[src/rtl/bcd_updown_counter_rpt.sv]
// bcd_updown_counter_rpt: mod-(MAX_VAL+1) up/down set counter with hold-to-repeat, load, wrap pulse and BCD digits.
// Optional macro REPEAT_ACCEL_EN: repeat period drops to RATE_CYC/4 after ACCEL_AFTER repeat steps.
module bcd_updown_counter_rpt #(
    parameter int MAX_VAL     = 59,
    parameter int DELAY_CYC   = 50_000_000,
    parameter int RATE_CYC    = 25_000_000,
    parameter int ACCEL_AFTER = 8
) (
    input  logic       clk,
    input  logic       reset,
    input  logic       en_count,
    input  logic       enUP,
    input  logic       enDOWN,
    input  logic       load,
    input  logic [6:0] load_val,
    output logic [6:0] count,
    output logic [3:0] digit1,
    output logic [3:0] digit0,
    output logic       wrap
);
    localparam int TW = $clog2((DELAY_CYC > RATE_CYC) ? DELAY_CYC : RATE_CYC);
    localparam logic [TW-1:0] DLY_END = TW'(DELAY_CYC - 1);
    localparam logic [TW-1:0] RATE_END = TW'(RATE_CYC - 1);
    localparam logic [6:0] MAX = 7'(MAX_VAL);

    if (MAX_VAL < 1 || MAX_VAL > 99 || RATE_CYC < 4 || DELAY_CYC < 1 || ACCEL_AFTER < 0) begin : g_bad_params
        $error("bcd_updown_counter_rpt: illegal parameters");
    end

    typedef enum logic [1:0] {IDLE, WAIT, REP} state_t;

    state_t        state_q, state_d;
    logic [TW-1:0] timer_q, timer_d;
    logic          dir_q, dir_d;
    logic [6:0]    count_q, count_d;
    logic [3:0]    digit1_q, digit1_d, digit0_q, digit0_d;
    logic          wrap_q, wrap_d;
    logic          dir_up, dir_dn, held, dly_done, rep_done, step, step_up;
    logic [TW-1:0] per_end;

    assign dir_up   = en_count & enUP & ~enDOWN;
    assign dir_dn   = en_count & enDOWN & ~enUP;
    assign held     = dir_q ? dir_up : dir_dn;
    assign dly_done = timer_q == DLY_END;
    assign rep_done = timer_q == per_end;

`ifdef REPEAT_ACCEL_EN
    localparam int CW = $clog2(ACCEL_AFTER + 2);
    localparam logic [TW-1:0] FAST_END = TW'(RATE_CYC / 4 - 1);
    logic [CW-1:0] rep_cnt_q, rep_cnt_d;
    logic          accel;
    assign accel   = rep_cnt_q == CW'(ACCEL_AFTER);
    assign per_end = accel ? FAST_END : RATE_END;
    // Counts repeat steps taken in REP, saturating once the fast rate is reached.
    always_comb begin
        rep_cnt_d = (state_q == REP && held) ? rep_cnt_q + CW'(step && !accel) : '0;
    end
    always_ff @(posedge clk or posedge reset) begin
        if (reset) rep_cnt_q <= '0;
        else       rep_cnt_q <= rep_cnt_d;
    end
`else
    assign per_end = RATE_END;
`endif

    always_ff @(posedge clk or posedge reset) begin
        if (reset) begin
            state_q  <= IDLE;
            timer_q  <= '0;
            dir_q    <= 1'b0;
            count_q  <= '0;
            digit1_q <= '0;
            digit0_q <= '0;
            wrap_q   <= 1'b0;
        end else begin
            state_q  <= state_d;
            timer_q  <= timer_d;
            dir_q    <= dir_d;
            count_q  <= count_d;
            digit1_q <= digit1_d;
            digit0_q <= digit0_d;
            wrap_q   <= wrap_d;
        end
    end

    always_comb begin
        state_d = state_q;
        timer_d = timer_q;
        dir_d   = dir_q;
        case (state_q)
            IDLE: if (dir_up || dir_dn) begin
                state_d = WAIT;
                dir_d   = dir_up;
                timer_d = '0;
            end
            WAIT: begin
                state_d = !held ? IDLE : dly_done ? REP : WAIT;
                timer_d = (!held || dly_done) ? '0 : timer_q + 1'b1;
            end
            REP: begin
                state_d = held ? REP : IDLE;
                timer_d = (!held || rep_done) ? '0 : timer_q + 1'b1;
            end
            default: state_d = IDLE;
        endcase
    end

    // Load wins over a step; digits are converted from the next count so they never lag it.
    always_comb begin
        step    = state_q == IDLE ? (dir_up | dir_dn)
                : held & (state_q == WAIT ? dly_done : state_q == REP && rep_done);
        step_up = state_q == IDLE ? dir_up : dir_q;
        count_d = count_q;
        wrap_d  = 1'b0;
        if (load) begin
            count_d = load_val > MAX ? MAX : load_val;
        end else if (step && step_up) begin
            count_d = count_q >= MAX ? '0 : count_q + 1'b1;
            wrap_d  = count_q == MAX;
        end else if (step) begin
            count_d = (count_q == '0 || count_q > MAX) ? MAX : count_q - 1'b1;
            wrap_d  = count_q == '0;
        end
        digit1_d = 4'(count_d / 7'd10);
        digit0_d = 4'(count_d % 7'd10);
    end

    assign count  = count_q;
    assign digit1 = digit1_q;
    assign digit0 = digit0_q;
    assign wrap   = wrap_q;
endmodule
[config.mk]
export PLATFORM = sky130hd
export DESIGN_NAME = bcd_updown_counter_rpt
export DESIGN_NICKNAME = d
export VERILOG_FILES = /design/src/rtl/bcd_updown_counter_rpt.sv
export SDC_FILE = /design/constraint.sdc
export NUM_CORES = 1
export LEC_CHECK = 0
export ABC_CLOCK_PERIOD_IN_PS = 4920
export CORE_MARGIN = 10
export CORE_UTILIZATION = 59
export CTS_CLUSTER_SIZE = 8
export DETAILED_ROUTE_END_ITERATION = 16
export GPL_TIMING_DRIVEN = 0
export PLACE_DENSITY = 0.81
export SLEW_MARGIN = 30
export SYNTH_ARGS = -nofsm -noshare
export SYNTH_HDL_FRONTEND = slang
export SYNTH_SLANG_ARGS = --single-unit
[constraint.sdc]
create_clock -name clk -period 4.92 [get_ports clk]
set_input_delay 0.738 -clock clk [delete_from_list [all_inputs] [get_ports clk]]
set_output_delay 0.738 -clock clk [all_outputs]
set_load 0.03 [all_outputs]
==> results.yml <==
sta:
  worstMarginPinSlew_ns: 0.664
  finalSetupViolCount: 0
  slew_headroom_pct: 55.8
  fmax_mhz: 215
  slew_violations: 0
  timing.setup.tns_ns: 0
  hold_viol_final: 0
  timing.final.ws_setup_ns: 0.269
  clock_skew_ns: 0.00592
  fin_crit_ns: 4.65
  period_share_pct: 94.5
worst_setup_path:
  critPathLaunchType: "register"
  critical_path_class: "register to register"
  cp-end-kind: "register"
  crit_path_max_fanout: 10
  cp.required_ns: 5.11
  worstPathArrival_ns: 4.84
drt:
  antenna_left: 0
  routedWlPerCell_um: 16.7
  drtPass1Iterations: 5
  route.detailed.drc: 0
  wl_um: 8720
  viasPerCell: 6.47
  drt-initial-drc-count: 278
  num_vias: 3376
placement:
  place.gp.congestion: 0.912
  place_hpwl_um: 6090
  portBuffers: 28
  place_inst: 514
  dp_slack_ns: -0.821
cells_and_area:
  fin_nets: 471
  diodes: 0
  layoutNonFillerInstCount: 522
  utilization_pct: 72.1
  fillers: 421
  layout-drive-gt1-share_pct: 10.7
  syn2layout_area_growth_pct: 18.7
clocking:
  worstSkewPairLatency_ns: 0.30
  htree_levels: 2
  cts_tree: "done"
  clkSlewWorstSetupHoldPaths_ns: 0.09
  cts.path.max_buffers: 2
  clock-root-buffer: "clkbuf_8"
  cts_hold_buf: 0
  cts_made_buffers: 5
  clock_sinks: 44
floorplanning:
  die_w_um: 95.3
  rows: 27
  core_sq_um: 5510
  io_pins: 29
  die_h_um: 95.3
  floorplan.die_area_sq_um: 9090
  initial_utilization_pct: 60.8
pwr:
  ir_drop_mv: 0.371
  leakage_nw: 1.57
  finalPower_w: 0.00158
  power_density_nw_per_um2: 397
global_route:
  grt_max_degree: 24
  grt_pass1_wl_um: 14300
  grt_pass1_vias: 3065
  overflow: 0
  antenna_found_initial: 0
  grt.total_usage_pct: 18.8
logic_synthesis:
  yosysTopAreaCellShare_pct: 32.9
  syn_inst: 413
  ys_seq_elements: 44
  async_flop_share_pct: 100
  synth_edf_count: 0
  yosysSeqAreaShare_pct: 32.9
  synth_cell_types: 72
  synthesis.area_sq_um: 3350
  avgSynthCellArea_sq_um: 8.10
  yosys.area.top_type: "dfrtp_1"
  synthTopCellsByArea: "dfrtp_1 33%, nor2_1 4.8%, nand3_1 4.2%"
  synthTopCellsByCount: "44 x dfrtp_1, 43 x nor2_1, 31 x nand2_1"
  syn_nets: 435
  synth-warning-count: 0
  synth_most_common_cell: "dfrtp_1"
  synth_flop_cell: "dfrtp_1"
run:
  drv_cap: 0
worst_hold_path:
  min_path_type: "register to register"
run_status:
  status: "complete, no violations"
## final timing paths
check                                             from                      to  slack [ns]  cells after the start
worst max register to register  timer_q[0]$_DFFE_PP0P_     digit0[2]$_DFF_PP0_        0.27                     16
worst min register to register  timer_q[6]$_DFFE_PP0P_  timer_q[6]$_DFFE_PP0P_        0.53                      1
worst max-delay path            timer_q[0]$_DFFE_PP0P_     digit0[2]$_DFF_PP0_        0.27                     16
min in group asynchronous                        reset  timer_q[9]$_DFFE_PP0P_        0.78                      2
worst min-delay path            timer_q[6]$_DFFE_PP0P_  timer_q[6]$_DFFE_PP0P_        0.53                      1
max in group asynchronous                        reset     digit1[0]$_DFF_PP0_        3.66                      3
## cells in the final DEF (no fill, tap or decap), drive strengths merged, types with 11 or more instances in the layout
cell type	count
a21oi	27
nand2	31
nand3	28
o21ai	31
dfrtp	44
nor2	44
clkdlybuf4s50	25
nor3	14
nor4	11
inv	19
nand4	11
xnor2	12
clkbuf	18
## cell families after synthesis
kind of cell / after synthesis / synth area share (%)
AO/OA/AOI/OAI: 113 / 22.4
XOR/XNOR: 20 / 5.23
adder cells (fa/ha/maj): 9 / 3.36
flip-flops: 44 / 32.9
multiplexers: 3 / 0.897
buffers and inverters: 41 / 5.94
AND/OR/NAND/NOR: 183 / 29.3
## critical path, cell delays in order (launching register included)
cell and delay [ns]:
dfrtp_1 0.39, ha_1 0.21, nand4_1 0.14, or3b_2 0.52
nor4_4 0.40, nor3_4 0.12, or3_1 0.41, a211oi_4 0.31
clkbuf_2 0.28, a2bb2oi_1 0.31, and3_4 0.25, ha_4 0.18
o21ai_0 0.10, a22oi_1 0.21, nor2_1 0.06, or4_4 0.50
mux2i_1 0.13
## state kept, by name (all words and copies together) (netlist names)
name,flops
count,6
digit0,4
digit1,4
dir_q,1
state_q,2
timer_q,26
wrap,1
## routing by layer
metal,track usage [%],routed length [um],share of wire [%],up-vias
met5,0,0,0,-
met4,4.74,97,1.1,0
met3,3.77,746,8.6,13
met2,29.6,4130,47,170
met1,25.7,3740,43,1599
li1,-,-,-,1594
## report_power, final
part | internal, W | switching, W | total (W)
Sequential | 0.000406 | 0.0000367 | 0.000443
Clock | 0.000114 | 0.000132 | 0.000246
Combinational | 0.000331 | 0.000557 | 0.000888
## cell type report
cell class	instances	area (sq um)	share of cell area (%)
Multi-Input combinational cell	328	2160	54.4
Sequential cell	44	1100	27.7
Timing Repair Buffer	30	323	8.13
Buffer	19	106	2.68
Inverter	21	92.6	2.33
Tap cell	72	90.1	2.27
Clock buffer	6	82.6	2.08
Clock inverter	2	15.0	0.378
## timing repair
action                     CTS  global route
pin swaps                    2             2
setup endpoints to repair    4             4
gates resized for setup     10            14
setup buffers                1             0
## metrics by stage
stage / instance area, sq um / hold slack [ns]
6_report: 3970 / 0.528
5_1_grt: 3970 / 0.561
4_1_cts: 3900 / 0.531
3_5_place_dp: 3740 / 0.510
3_3_place_gp: 3720 / 0.485
2_1_floorplan: 3350 / 0.468
Note: power is estimated with default switching activity, not from simulation.
